### src/rtl/lsu_pkg.sv
// Shared types and constants for the load/store issue unit: decode masks,
// LSU FSM states, and the issue-queue entry layout.
package lsu_pkg;

  localparam int LSU_INST_ID_BITS = 6;
  localparam int LSU_PRN_BITS     = 6;
  localparam int LSU_MAX_OPERANDS = 3;

  localparam logic [31:0] LDST_MASK  = 32'hFFE0_0C00;
  localparam logic [31:0] LDUR_MATCH = 32'hF840_0000;
  localparam logic [31:0] STUR_MATCH = 32'hF800_0000;

  typedef enum logic [1:0] {
    LSU_IDLE,
    LSU_LOAD_WAIT,
    LSU_STORE,
    LSU_DONE
  } lsu_state_e;

  typedef enum logic [1:0] {
    OP_NOP,
    OP_LOAD,
    OP_STORE
  } lsu_op_e;

  typedef struct packed {
    logic [LSU_INST_ID_BITS-1:0]              id;
    logic [31:0]                              instr;
    logic [63:0]                              pc;
    logic [LSU_MAX_OPERANDS-1:0]              prn_in_valid;
    logic [LSU_MAX_OPERANDS-1:0]              prn_in_ready;
    logic [LSU_MAX_OPERANDS*LSU_PRN_BITS-1:0] prn_in;
    logic [LSU_MAX_OPERANDS-1:0]              prn_out_valid;
    logic [LSU_MAX_OPERANDS*LSU_PRN_BITS-1:0] prn_out;
  } lsu_entry_t;

  function automatic lsu_op_e decode_op(input logic [31:0] instr);
    if ((instr & LDST_MASK) == LDUR_MATCH) return OP_LOAD;
    if ((instr & LDST_MASK) == STUR_MATCH) return OP_STORE;
    return OP_NOP;
  endfunction

  function automatic logic [63:0] imm9_sext(input logic [31:0] instr);
    return {{55{instr[20]}}, instr[20:12]};
  endfunction

endpackage

### src/rtl/lsu_issue_unit_if.sv
// Memory-side bus of the load/store unit: one read channel with a valid
// return and one single-cycle write strobe.
interface lsu_issue_unit_if;
  logic        mem_ren;
  logic [63:0] mem_raddr;
  logic        mem_rvalid;
  logic [63:0] mem_rdata;
  logic        mem_wen;
  logic [63:0] mem_waddr;
  logic [63:0] mem_wdata;

  modport master (
    output mem_ren, mem_raddr, mem_wen, mem_waddr, mem_wdata,
    input  mem_rvalid, mem_rdata
  );

  modport slave (
    input  mem_ren, mem_raddr, mem_wen, mem_waddr, mem_wdata,
    output mem_rvalid, mem_rdata
  );
endinterface

### src/rtl/lsu_issue_queue.sv
// In-order circular issue queue: snoops every FU's wake-up bus to mark
// source operands ready and offers only the head entry for issue.
module lsu_issue_queue
  import lsu_pkg::*;
#(
  parameter int PRN_BITS     = LSU_PRN_BITS,
  parameter int MAX_OPERANDS = LSU_MAX_OPERANDS,
  parameter int FU_COUNT     = 4,
  parameter int FU_INDEX     = 1,
  parameter int QUEUE_SIZE   = 4
) (
  input  logic                                          clk,
  input  logic                                          rst,
  input  logic                                          inst_valid,
  output logic                                          queue_ready,
  input  lsu_entry_t                                    inst_entry,
  input  logic [(FU_COUNT-1)*MAX_OPERANDS-1:0]          set_prn_ready,
  input  logic [(FU_COUNT-1)*MAX_OPERANDS*PRN_BITS-1:0] set_prn,
  input  logic [MAX_OPERANDS-1:0]                       own_wake_valid,
  input  logic [MAX_OPERANDS*PRN_BITS-1:0]              own_wake_prn,
  input  logic                                          issue_allow,
  output logic                                          issue_valid,
  output lsu_entry_t                                    issue_entry
);

  localparam int WAKE_SLOTS = FU_COUNT * MAX_OPERANDS;
  localparam int PTR_W      = $clog2(QUEUE_SIZE);
  localparam int CNT_W      = $clog2(QUEUE_SIZE + 1);

  logic [WAKE_SLOTS-1:0]          wake_valid;
  logic [WAKE_SLOTS*PRN_BITS-1:0] wake_prn;

  // Own result bus sits at FU_INDEX; external buses fill the other slots in order.
  for (genvar f = 0; f < FU_COUNT; f++) begin : g_wake
    if (f == FU_INDEX) begin : g_own
      assign wake_valid[f*MAX_OPERANDS +: MAX_OPERANDS]                = own_wake_valid;
      assign wake_prn[f*MAX_OPERANDS*PRN_BITS +: MAX_OPERANDS*PRN_BITS] = own_wake_prn;
    end else begin : g_ext
      localparam int EXT = (f < FU_INDEX) ? f : f - 1;
      assign wake_valid[f*MAX_OPERANDS +: MAX_OPERANDS] =
        set_prn_ready[EXT*MAX_OPERANDS +: MAX_OPERANDS];
      assign wake_prn[f*MAX_OPERANDS*PRN_BITS +: MAX_OPERANDS*PRN_BITS] =
        set_prn[EXT*MAX_OPERANDS*PRN_BITS +: MAX_OPERANDS*PRN_BITS];
    end
  end

  function automatic logic wake_hit(input logic [WAKE_SLOTS-1:0]          v,
                                    input logic [WAKE_SLOTS*PRN_BITS-1:0] p,
                                    input logic [PRN_BITS-1:0]            prn);
    logic hit;
    hit = 1'b0;
    for (int s = 0; s < WAKE_SLOTS; s++)
      if (v[s] && (p[s*PRN_BITS +: PRN_BITS] == prn)) hit = 1'b1;
    return hit;
  endfunction

  lsu_entry_t       q [QUEUE_SIZE];
  lsu_entry_t       enq_entry;
  logic [PTR_W-1:0] head, tail;
  logic [CNT_W-1:0] count;
  logic             enq;

  assign queue_ready = (count != CNT_W'(QUEUE_SIZE));
  assign enq         = inst_valid && queue_ready;
  assign issue_entry = q[head];
  assign issue_valid = (count != '0) && (&issue_entry.prn_in_ready) && issue_allow;

  always_comb begin
    enq_entry = inst_entry;
    for (int j = 0; j < MAX_OPERANDS; j++)
      enq_entry.prn_in_ready[j] = !inst_entry.prn_in_valid[j] || inst_entry.prn_in_ready[j] ||
                                  wake_hit(wake_valid, wake_prn, inst_entry.prn_in[j*PRN_BITS +: PRN_BITS]);
  end

  function automatic logic [PTR_W-1:0] ptr_inc(input logic [PTR_W-1:0] ptr);
    return (ptr == PTR_W'(QUEUE_SIZE - 1)) ? '0 : ptr + 1'b1;
  endfunction

  always_ff @(posedge clk) begin
    if (!rst) begin
      head  <= '0;
      tail  <= '0;
      count <= '0;
    end else begin
      // NOTE: <= in clocked blocks so every register samples pre-edge values.
      if (enq)         tail <= ptr_inc(tail);
      if (issue_valid) head <= ptr_inc(head);
      if (enq && !issue_valid)      count <= count + 1'b1;
      else if (!enq && issue_valid) count <= count - 1'b1;
    end
  end

  // NOTE: the entry array is not reset; head/tail/count alone say which slots are live.
  always_ff @(posedge clk) begin
    for (int i = 0; i < QUEUE_SIZE; i++)
      for (int j = 0; j < MAX_OPERANDS; j++)
        if (wake_hit(wake_valid, wake_prn, q[i].prn_in[j*PRN_BITS +: PRN_BITS]))
          q[i].prn_in_ready[j] <= 1'b1;
    if (enq) q[tail] <= enq_entry;
  end

endmodule

### src/rtl/lsu_issue_unit.sv
// Load/store FU slice: in-order issue queue feeding a single 64-bit LDUR/STUR
// execution FSM. Define LSU_TRACE_EN to print each completing instruction id.
module lsu_issue_unit
  import lsu_pkg::*;
#(
  parameter int INST_ID_BITS = LSU_INST_ID_BITS,
  parameter int PRN_BITS     = LSU_PRN_BITS,
  parameter int MAX_OPERANDS = LSU_MAX_OPERANDS,
  parameter int FU_COUNT     = 4,
  parameter int FU_INDEX     = 1,
  parameter int QUEUE_SIZE   = 4
) (
  input  logic                                          clk,
  input  logic                                          rst,
  input  logic                                          inst_valid,
  output logic                                          queue_ready,
  input  logic [INST_ID_BITS-1:0]                       inst_id,
  input  logic [31:0]                                   raw_instr,
  input  logic [63:0]                                   instr_pc,
  input  logic [MAX_OPERANDS-1:0]                       prn_input_valid,
  input  logic [MAX_OPERANDS-1:0]                       prn_input_ready,
  input  logic [MAX_OPERANDS*PRN_BITS-1:0]              prn_input,
  input  logic [MAX_OPERANDS-1:0]                       prn_output_valid,
  input  logic [MAX_OPERANDS*PRN_BITS-1:0]              prn_output,
  input  logic [(FU_COUNT-1)*MAX_OPERANDS-1:0]          set_prn_ready,
  input  logic [(FU_COUNT-1)*MAX_OPERANDS*PRN_BITS-1:0] set_prn,
  input  logic [MAX_OPERANDS*64-1:0]                    prf_op,
  output logic [MAX_OPERANDS-1:0]                       prf_read_enable,
  output logic [MAX_OPERANDS*PRN_BITS-1:0]              prf_read_prn,
  output logic [MAX_OPERANDS*64-1:0]                    prf_write,
  output logic [MAX_OPERANDS-1:0]                       prf_write_enable,
  output logic [MAX_OPERANDS*PRN_BITS-1:0]              prf_write_prn,
  output logic [INST_ID_BITS-1:0]                       fu_out_inst_id,
  output logic                                          fu_out_valid,
  lsu_issue_unit_if.master                              mem
);

  lsu_state_e state, state_nxt;
  lsu_entry_t inst_entry, issue_entry;
  lsu_op_e    issue_op;
  logic       issue_valid, issue_allow;

  logic [INST_ID_BITS-1:0]          id_q;
  logic [MAX_OPERANDS-1:0]          out_valid_q;
  logic [MAX_OPERANDS*PRN_BITS-1:0] out_prn_q;
  logic [63:0]                      addr_q, wdata_q, load_data_q;
  logic [63:0]                      op0, op1;
  logic                             unused_bits;

  assign inst_entry = '{id: inst_id, instr: raw_instr, pc: instr_pc,
                        prn_in_valid: prn_input_valid, prn_in_ready: prn_input_ready,
                        prn_in: prn_input, prn_out_valid: prn_output_valid,
                        prn_out: prn_output};

  // DONE counts as free so a ready head can issue back-to-back with a completion.
  assign issue_allow = (state == LSU_IDLE) || (state == LSU_DONE);

  lsu_issue_queue #(
    .PRN_BITS     (PRN_BITS),
    .MAX_OPERANDS (MAX_OPERANDS),
    .FU_COUNT     (FU_COUNT),
    .FU_INDEX     (FU_INDEX),
    .QUEUE_SIZE   (QUEUE_SIZE)
  ) u_queue (
    .clk            (clk),
    .rst            (rst),
    .inst_valid     (inst_valid),
    .queue_ready    (queue_ready),
    .inst_entry     (inst_entry),
    .set_prn_ready  (set_prn_ready),
    .set_prn        (set_prn),
    .own_wake_valid (prf_write_enable),
    .own_wake_prn   (prf_write_prn),
    .issue_allow    (issue_allow),
    .issue_valid    (issue_valid),
    .issue_entry    (issue_entry)
  );

  assign issue_op    = decode_op(issue_entry.instr);
  assign op0         = prf_op[63:0];
  assign op1         = prf_op[127:64];
  assign unused_bits = ^{issue_entry.pc, issue_entry.prn_in_ready, prf_op[MAX_OPERANDS*64-1:128]};

  assign prf_read_enable = issue_valid ? issue_entry.prn_in_valid : '0;
  assign prf_read_prn    = issue_valid ? issue_entry.prn_in       : '0;

  always_ff @(posedge clk) begin
    if (!rst) state <= LSU_IDLE;
    else      state <= state_nxt;
  end

  always_comb begin
    // NOTE: defaults first so every path drives every output; no latches.
    state_nxt        = state;
    mem.mem_ren      = 1'b0;
    mem.mem_raddr    = '0;
    mem.mem_wen      = 1'b0;
    mem.mem_waddr    = '0;
    mem.mem_wdata    = '0;
    fu_out_valid     = 1'b0;
    fu_out_inst_id   = '0;
    prf_write        = '0;
    prf_write_enable = '0;
    prf_write_prn    = '0;
    case (state)
      LSU_IDLE, LSU_DONE: begin
        if (state == LSU_DONE) begin
          fu_out_valid     = 1'b1;
          fu_out_inst_id   = id_q;
          prf_write[63:0]  = load_data_q;
          prf_write_enable = out_valid_q;
          prf_write_prn    = out_prn_q;
        end
        state_nxt = LSU_IDLE;
        if (issue_valid) begin
          case (issue_op)
            OP_LOAD:  state_nxt = LSU_LOAD_WAIT;
            OP_STORE: state_nxt = LSU_STORE;
            default:  state_nxt = LSU_DONE;
          endcase
        end
      end
      LSU_LOAD_WAIT: begin
        mem.mem_ren   = 1'b1;
        mem.mem_raddr = addr_q;
        if (mem.mem_rvalid) state_nxt = LSU_DONE;
      end
      LSU_STORE: begin
        mem.mem_wen   = 1'b1;
        mem.mem_waddr = addr_q;
        mem.mem_wdata = wdata_q;
        state_nxt     = LSU_DONE;
      end
      default: state_nxt = LSU_IDLE;
    endcase
  end

  always_ff @(posedge clk) begin
    if (!rst) begin
      id_q        <= '0;
      out_valid_q <= '0;
      out_prn_q   <= '0;
      addr_q      <= '0;
      wdata_q     <= '0;
      load_data_q <= '0;
    end else begin
      if (issue_valid) begin
        id_q        <= issue_entry.id;
        out_valid_q <= issue_entry.prn_out_valid;
        out_prn_q   <= issue_entry.prn_out;
        addr_q      <= op0 + imm9_sext(issue_entry.instr);
        wdata_q     <= op1;
        load_data_q <= '0;
      end
      if (state == LSU_LOAD_WAIT && mem.mem_rvalid) load_data_q <= mem.mem_rdata;
    end
  end

`ifdef LSU_TRACE_EN
  always @(posedge clk)
    if (rst && fu_out_valid) $display("LSU FU Finished Instruction ID: %0d", fu_out_inst_id);
`else
`endif

endmodule

### src/flat_wrapper.sv
// flat-port wrapper written by rule: the top's interface ports become plain ports
module lsu_issue_unit_flat import lsu_pkg::*;
#(
  parameter int INST_ID_BITS = LSU_INST_ID_BITS,
  parameter int PRN_BITS     = LSU_PRN_BITS,
  parameter int MAX_OPERANDS = LSU_MAX_OPERANDS,
  parameter int FU_COUNT     = 4,
  parameter int FU_INDEX     = 1,
  parameter int QUEUE_SIZE   = 4
)
  (clk, rst, inst_valid, queue_ready, inst_id, raw_instr, instr_pc, prn_input_valid, prn_input_ready, prn_input, prn_output_valid, prn_output, set_prn_ready, set_prn, prf_op, prf_read_enable, prf_read_prn, prf_write, prf_write_enable, prf_write_prn, fu_out_inst_id, fu_out_valid, mem_mem_ren, mem_mem_raddr, mem_mem_wen, mem_mem_waddr, mem_mem_wdata, mem_mem_rvalid, mem_mem_rdata);
  lsu_issue_unit_if mem_i ();
  input  logic clk;
  input  logic rst;
  input  logic inst_valid;
  output logic queue_ready;
  input  logic [INST_ID_BITS-1:0] inst_id;
  input  logic [31:0] raw_instr;
  input  logic [63:0] instr_pc;
  input  logic [MAX_OPERANDS-1:0] prn_input_valid;
  input  logic [MAX_OPERANDS-1:0] prn_input_ready;
  input  logic [MAX_OPERANDS*PRN_BITS-1:0] prn_input;
  input  logic [MAX_OPERANDS-1:0] prn_output_valid;
  input  logic [MAX_OPERANDS*PRN_BITS-1:0] prn_output;
  input  logic [(FU_COUNT-1)*MAX_OPERANDS-1:0] set_prn_ready;
  input  logic [(FU_COUNT-1)*MAX_OPERANDS*PRN_BITS-1:0] set_prn;
  input  logic [MAX_OPERANDS*64-1:0] prf_op;
  output logic [MAX_OPERANDS-1:0] prf_read_enable;
  output logic [MAX_OPERANDS*PRN_BITS-1:0] prf_read_prn;
  output logic [MAX_OPERANDS*64-1:0] prf_write;
  output logic [MAX_OPERANDS-1:0] prf_write_enable;
  output logic [MAX_OPERANDS*PRN_BITS-1:0] prf_write_prn;
  output logic [INST_ID_BITS-1:0] fu_out_inst_id;
  output logic fu_out_valid;
  output wire logic [$bits(mem_i.mem_ren)-1:0] mem_mem_ren;
  output wire logic [$bits(mem_i.mem_raddr)-1:0] mem_mem_raddr;
  output wire logic [$bits(mem_i.mem_wen)-1:0] mem_mem_wen;
  output wire logic [$bits(mem_i.mem_waddr)-1:0] mem_mem_waddr;
  output wire logic [$bits(mem_i.mem_wdata)-1:0] mem_mem_wdata;
  input wire logic [$bits(mem_i.mem_rvalid)-1:0] mem_mem_rvalid;
  input wire logic [$bits(mem_i.mem_rdata)-1:0] mem_mem_rdata;
  assign mem_mem_ren = mem_i.mem_ren;
  assign mem_mem_raddr = mem_i.mem_raddr;
  assign mem_mem_wen = mem_i.mem_wen;
  assign mem_mem_waddr = mem_i.mem_waddr;
  assign mem_mem_wdata = mem_i.mem_wdata;
  assign mem_i.mem_rvalid = mem_mem_rvalid;
  assign mem_i.mem_rdata = mem_mem_rdata;
  lsu_issue_unit #(.INST_ID_BITS(INST_ID_BITS), .PRN_BITS(PRN_BITS), .MAX_OPERANDS(MAX_OPERANDS), .FU_COUNT(FU_COUNT), .FU_INDEX(FU_INDEX), .QUEUE_SIZE(QUEUE_SIZE)) u_core (.clk(clk), .rst(rst), .inst_valid(inst_valid), .queue_ready(queue_ready), .inst_id(inst_id), .raw_instr(raw_instr), .instr_pc(instr_pc), .prn_input_valid(prn_input_valid), .prn_input_ready(prn_input_ready), .prn_input(prn_input), .prn_output_valid(prn_output_valid), .prn_output(prn_output), .set_prn_ready(set_prn_ready), .set_prn(set_prn), .prf_op(prf_op), .prf_read_enable(prf_read_enable), .prf_read_prn(prf_read_prn), .prf_write(prf_write), .prf_write_enable(prf_write_enable), .prf_write_prn(prf_write_prn), .fu_out_inst_id(fu_out_inst_id), .fu_out_valid(fu_out_valid), .mem(mem_i));
endmodule
### config.mk
export PLATFORM = sky130hd
export DESIGN_NAME = lsu_issue_unit_flat
export DESIGN_NICKNAME = d
export VERILOG_FILES = /design/src/rtl/lsu_pkg.sv /design/src/rtl/lsu_issue_unit_if.sv /design/src/rtl/lsu_issue_queue.sv /design/src/rtl/lsu_issue_unit.sv /design/src/flat_wrapper.sv
export SDC_FILE = /design/constraint.sdc
export NUM_CORES = 2
export LEC_CHECK = 0
export BUFFER_PORTS_ARGS = -buffer_cell sky130_fd_sc_hd__buf_2
export CAP_MARGIN = 5
export CORE_AREA = 10 10 342 344
export CTS_CLUSTER_DIAMETER = 200
export DETAILED_ROUTE_END_ITERATION = 8
export DIE_AREA = 0 0 352 354
export GPL_ROUTABILITY_DRIVEN = 0
export HOLD_SLACK_MARGIN = 0.1
export PLACE_DENSITY = 0.73
export REMOVE_ABC_BUFFERS = 1
export SYNTH_ARGS = -nofsm -noshare
export SYNTH_HDL_FRONTEND = slang
export SYNTH_HIERARCHICAL = 1
export SYNTH_SLANG_ARGS = --single-unit
### constraint.sdc
create_clock -name clk -period 5.9 [get_ports clk]
set_clock_uncertainty 0.15 [all_clocks]
set_input_delay 0.59 -clock clk [delete_from_list [all_inputs] [get_ports clk]]
set_output_delay 0.59 -clock clk [all_outputs]
set_load 0.03 [all_outputs]
Word level (Yosys, flattened, before mapping):

Memories as Yosys holds them, arrays and structs flattened. A register that Yosys moved wholly into a read port is not among the register bits.
Cells that the tools add are included.

* memories kept: 1
* RAM bits: 588
* bits in read-only memories: 0
* word-level logic and storage cells: 653
* input bits: 470
* output and inout port bits: 436
* register bits after elaboration: 228
* latch bits: 0

* muxes and demuxes: 242
* reduce and logical (&&, ||, !) cells: 204
* $add $sub $neg: 5
* $lt $le $gt $ge: 0
* equality and inequality tests: 191
* shift operators: 0
* divide/modulo/power cells: 0
* bitwise logic cells: 0
* multiply operators: 0

Memory list
* u_core.u_queue.q: depth 4, bits a word 147, rd ports 5, clocked after memory_dff 1, write ports 5, RTL line lsu_issue_queue.sv:57 `lsu_entry_t q [QUEUE_SIZE];`

Operators with widths (number)
* equality test 6 bit: 180
* two-way mux 64 bit: 7
* two-way mux 1 bit: 213
* logical AND 1 bit: 186
* adder 64 bit: 1
* two-way mux 18 bit: 3
* equality test 13 bit, second input constant: 2
* two-way mux 2 bit: 10
* two-way mux 3 bit: 5
* two-way mux 6 bit: 2
* equality test 2 bit, second input constant: 5
* logical OR 1 bit: 7
* one-hot mux 2 bit (3 select lines): 1
* zero test 1 bit: 5
* adder 2 x 1 -> 2 bit, second input constant: 2
* equality test 2 x 1 -> 1 bit, second input constant: 2
* one-hot mux 2 bit (2 select lines): 1
* nonzero test 2 bit: 2
* adder 3 x 1 -> 3 bit, second input constant: 1
* inequality test 3 bit, second input constant: 1
* AND reduction 3 bit: 1
* nonzero test 3 bit: 1
* subtractor 3 x 1 -> 3 bit, second input constant: 1
* zero test 2 bit: 1
* 2 further kinds: 2

Longest topological paths before layout:

An unclocked memory read counts as a cell.

* word-level depth: 17
* depth in mapped cells: 17
* mapped depth without buffers: 14

Modules after synthesis:

Netlist, hierarchy kept.

Modules (own cells, without submodules)
* lsu_issue_queue: area an instance 35395.2 um2, cells each 2656, instances 1
* lsu_issue_unit: area an instance 15069.5 um2, cells each 1848, instances 1

Least setup slack after synthesis:

Ideal clock, no wire load.

* path type: register -> register
* from: register u_core.u_queue.count[0]
* to: memory u_core/u_queue/q[3][39] (netlist bit)
* slack: 1.068 ns
* arrival time: 4.369 ns
* library setup time: 0.313 ns
* data required time: 5.437 ns
* buffers on the path: 1
* cell stages (with the launch flop): 8
* clock period less this slack: 4.832 ns
* path through: dfxtp_1 -> nor2_1 -> nand2_1 -> and2_1 -> clkbuf_1 -> nand2_1 -> inv_1 -> a22oi_1

RTL lines
* start, declared: RTL line lsu_issue_queue.sv:60 `logic [CNT_W-1:0] count;`
* start signal, assigned: RTL line lsu_issue_queue.sv:88 `if (enq && !issue_valid) count <= count + 1'b1;`
* start signal, assigned: RTL line lsu_issue_queue.sv:89 `else if (!enq && issue_valid) count <= count - 1'b1;`
* end, declared: RTL line lsu_issue_queue.sv:57

==> metrics.cfg <==
[outcome]
outcome = finished, final reports clean

[power]
p_sw_share_pct = 41.19
p_int_mw = 9.993
combPwrFrac_pct = 44.3
power_mw = 16.99
power_frac_seq_pct = 30.7
power_density_mw_per_mm2 = 368.5
p_sw_mw = 6.999
ir_worst_vdd_mv = 0.3895
power.share.clock_pct = 25.0
p_leak_nw = 17.95

[final_layout]
layout_commonest_cell = buf_2
fill_cells = 10520
final_cells = 6073
drive_gt1_share_pct = 19.24
final_nets = 5067
area_growth_pct = 15.72
final_cell_mix = 638 x buf_2, 576 x xnor2_1, 565 x xor2_1

[worst_setup_path]
r2r_slack_ps = 1170
slowest_stage = a311oi_1
max_stage_delay_ps = 650
cp_top_family = compound AO/OA/AOI/OAI gates
crit_fanout = 33
worstPathRequired_ps = 6240
start_kind = flip-flop
cp-end-kind = flip-flop
worstSetupPathType = reg -> reg
reg2reg_depth = 15
critPathArrivalTime_ps = 5060
cp_num_buf_inv = 2
worstReg2RegEnd = u_core/addr_q[54]
cp.depth = 15
crit_end = u_core/addr_q[54]
cp_cell_sequence = buf_4, mux4_2, ha_1, inv_1, fa_1, nand2b_1, a21o_1, and2_1, o2111ai_1, a21oi_1, nor2_1, a311oi_1, o21ai_1, xnor2_1, o21ai_0

[grt]
grt_pass1_wl_um = 223800
grt_usage_pct = 23.44
antenna_found_initial = 26
overflow = 0
grt_max_degree = 134
grt_pass1_vias = 33220

[place]
port_buffers = 639
post-place-cells = 5808
dp_hpwl_um = 105400

[floorplan]
pin_count = 906
die-height_um = 354
core_area_mm2 = 0.1101
start_util_pct = 36.21
die_area_mm2 = 0.1246
rows = 122
fp.dieW_um = 352

[cts]
cts_made_buffers = 66
cts_tree = yes
clock_sinks = 522
insertion_delay_ps = 640
clock-root-buffer = clkbuf_16
h-tree-depth = 3
clk_pin_slew_ps = 60
post-cts-setup-buffers = 0
cts_resized = 0
clockBufferDepth = 3

[routing]
drc_errors = 0
first_iter_violations = 4876
dr.pass1.iters = 6
wl_per_cell_um = 25.69
via_per_inst = 5.631
final_antenna_net_count = 0
vias = 34200
finalWirelength_um = 156000

[sta]
rsz0062_at_grt = no
worst_pin_slew_ps = 1295
setup_tns_ps = 0
fin_crit_sh_pct = 80.09
setup_viol = 0
finalHoldViolCount = 0
slew_viol_final = 0
max_freq_mhz = 211.6
relSlewSlack_pct = 13.33
finalCriticalPeriod_ps = 4726

[logic_synthesis]
synth.cell_area_mm2 = 0.03985
syn_avg_cell_area_um2 = 9.672
yosys_warnings = 6
netlist_instances = 4120

[min_path]
hp-class = in -> reg

[job]
drv_cap = 0

metrics by stage:
stage	setup WS, ps	hold WS [ps]	utilization (%)	instance area [µm²]
floorplan	-4861	280.4	-	37070
global placement	1135	302.2	38.58	42470
detailed placement	1147	314.8	38.58	42470
CTS	1132	101.9	41.86	46070
global route	871.6	121.2	41.88	46090
finish	1175	154.8	41.90	46110
sequential cells by signal (all words and copies together), names as in the netlist, 3 cells and up, named ones only:
signal and flops:
u_core/out_valid_q 3, u_core/u_queue/count 3, u_core/id_q 6, u_core/u_queue/q 292
u_core/wdata_q 64, u_core/addr_q 64, u_core/out_prn_q 18, u_core/load_data_q 64
worst min path at each step:
stage / start / end / slack, ps / depth (start not counted)
6_report: mem_mem_rdata[4] / u_core/load_data_q[4] / 150 / 3
5_1_grt: prn_input_valid[0] / u_core/u_queue/q[0][42] / 120 / 1
4_1_cts: mem_mem_rdata[46] / u_core/load_data_q[46] / 100 / 3
3_5_place_dp: u_core/addr_q[53] / u_core/addr_q[53] / 310 / 2
3_3_place_gp: u_core/addr_q[53] / u_core/addr_q[53] / 300 / 2
2_1_floorplan: u_core/addr_q[26] / u_core/addr_q[26] / 280 / 2
power by group through the flow:
stage               combinational [mW]  clock [mW]  sequential, mW
floorplan                         5.45           0            5.09
global placement                  7.27           0            5.24
detailed placement                7.38           0            5.26
CTS                               7.49        4.38            5.19
global route                      8.16        4.50            5.27
finish                            7.53        4.25            5.21
per-layer routing:
layer	vias up	routed length [µm]	track usage, %
met2	2588	68720	36.40
met1	16250	59520	29.25
met3	550	20110	7.967
met5	-	110	0
met4	16	7565	10.43
li1	14800	-	-
timing repair:
item	in CTS	in global routing
setup endpoints to repair	0	0
hold endpoints to repair	284	0
hold buffers	134	0
worst reg2reg max path: stages (launching register included):
cell,delay [ps]
dfxtp_4,340
buf_4,610
mux4_2,610
ha_1,250
inv_1,90
fa_1,210
nand2b_1,140
a21o_1,160
and2_1,210
o2111ai_1,230
a21oi_1,350
nor2_1,150
a311oi_1,650
o21ai_1,190
xnor2_1,160
o21ai_0,90
area by class of cell:
class	count	area [µm²]	share of cell area (%)
Antenna cell	16	40.04	0.08682
Clock buffer	88	1838	3.986
Clock inverter	27	429.2	0.9307
Inverter	27	118.9	0.2578
Multi-Input combinational cell	3098	23750	51.51
Sequential cell	522	13260	28.76
Tap cell	1488	1862	4.037
Timing Repair Buffer	807	4813	10.44
(Power assumes the default switching activity.)
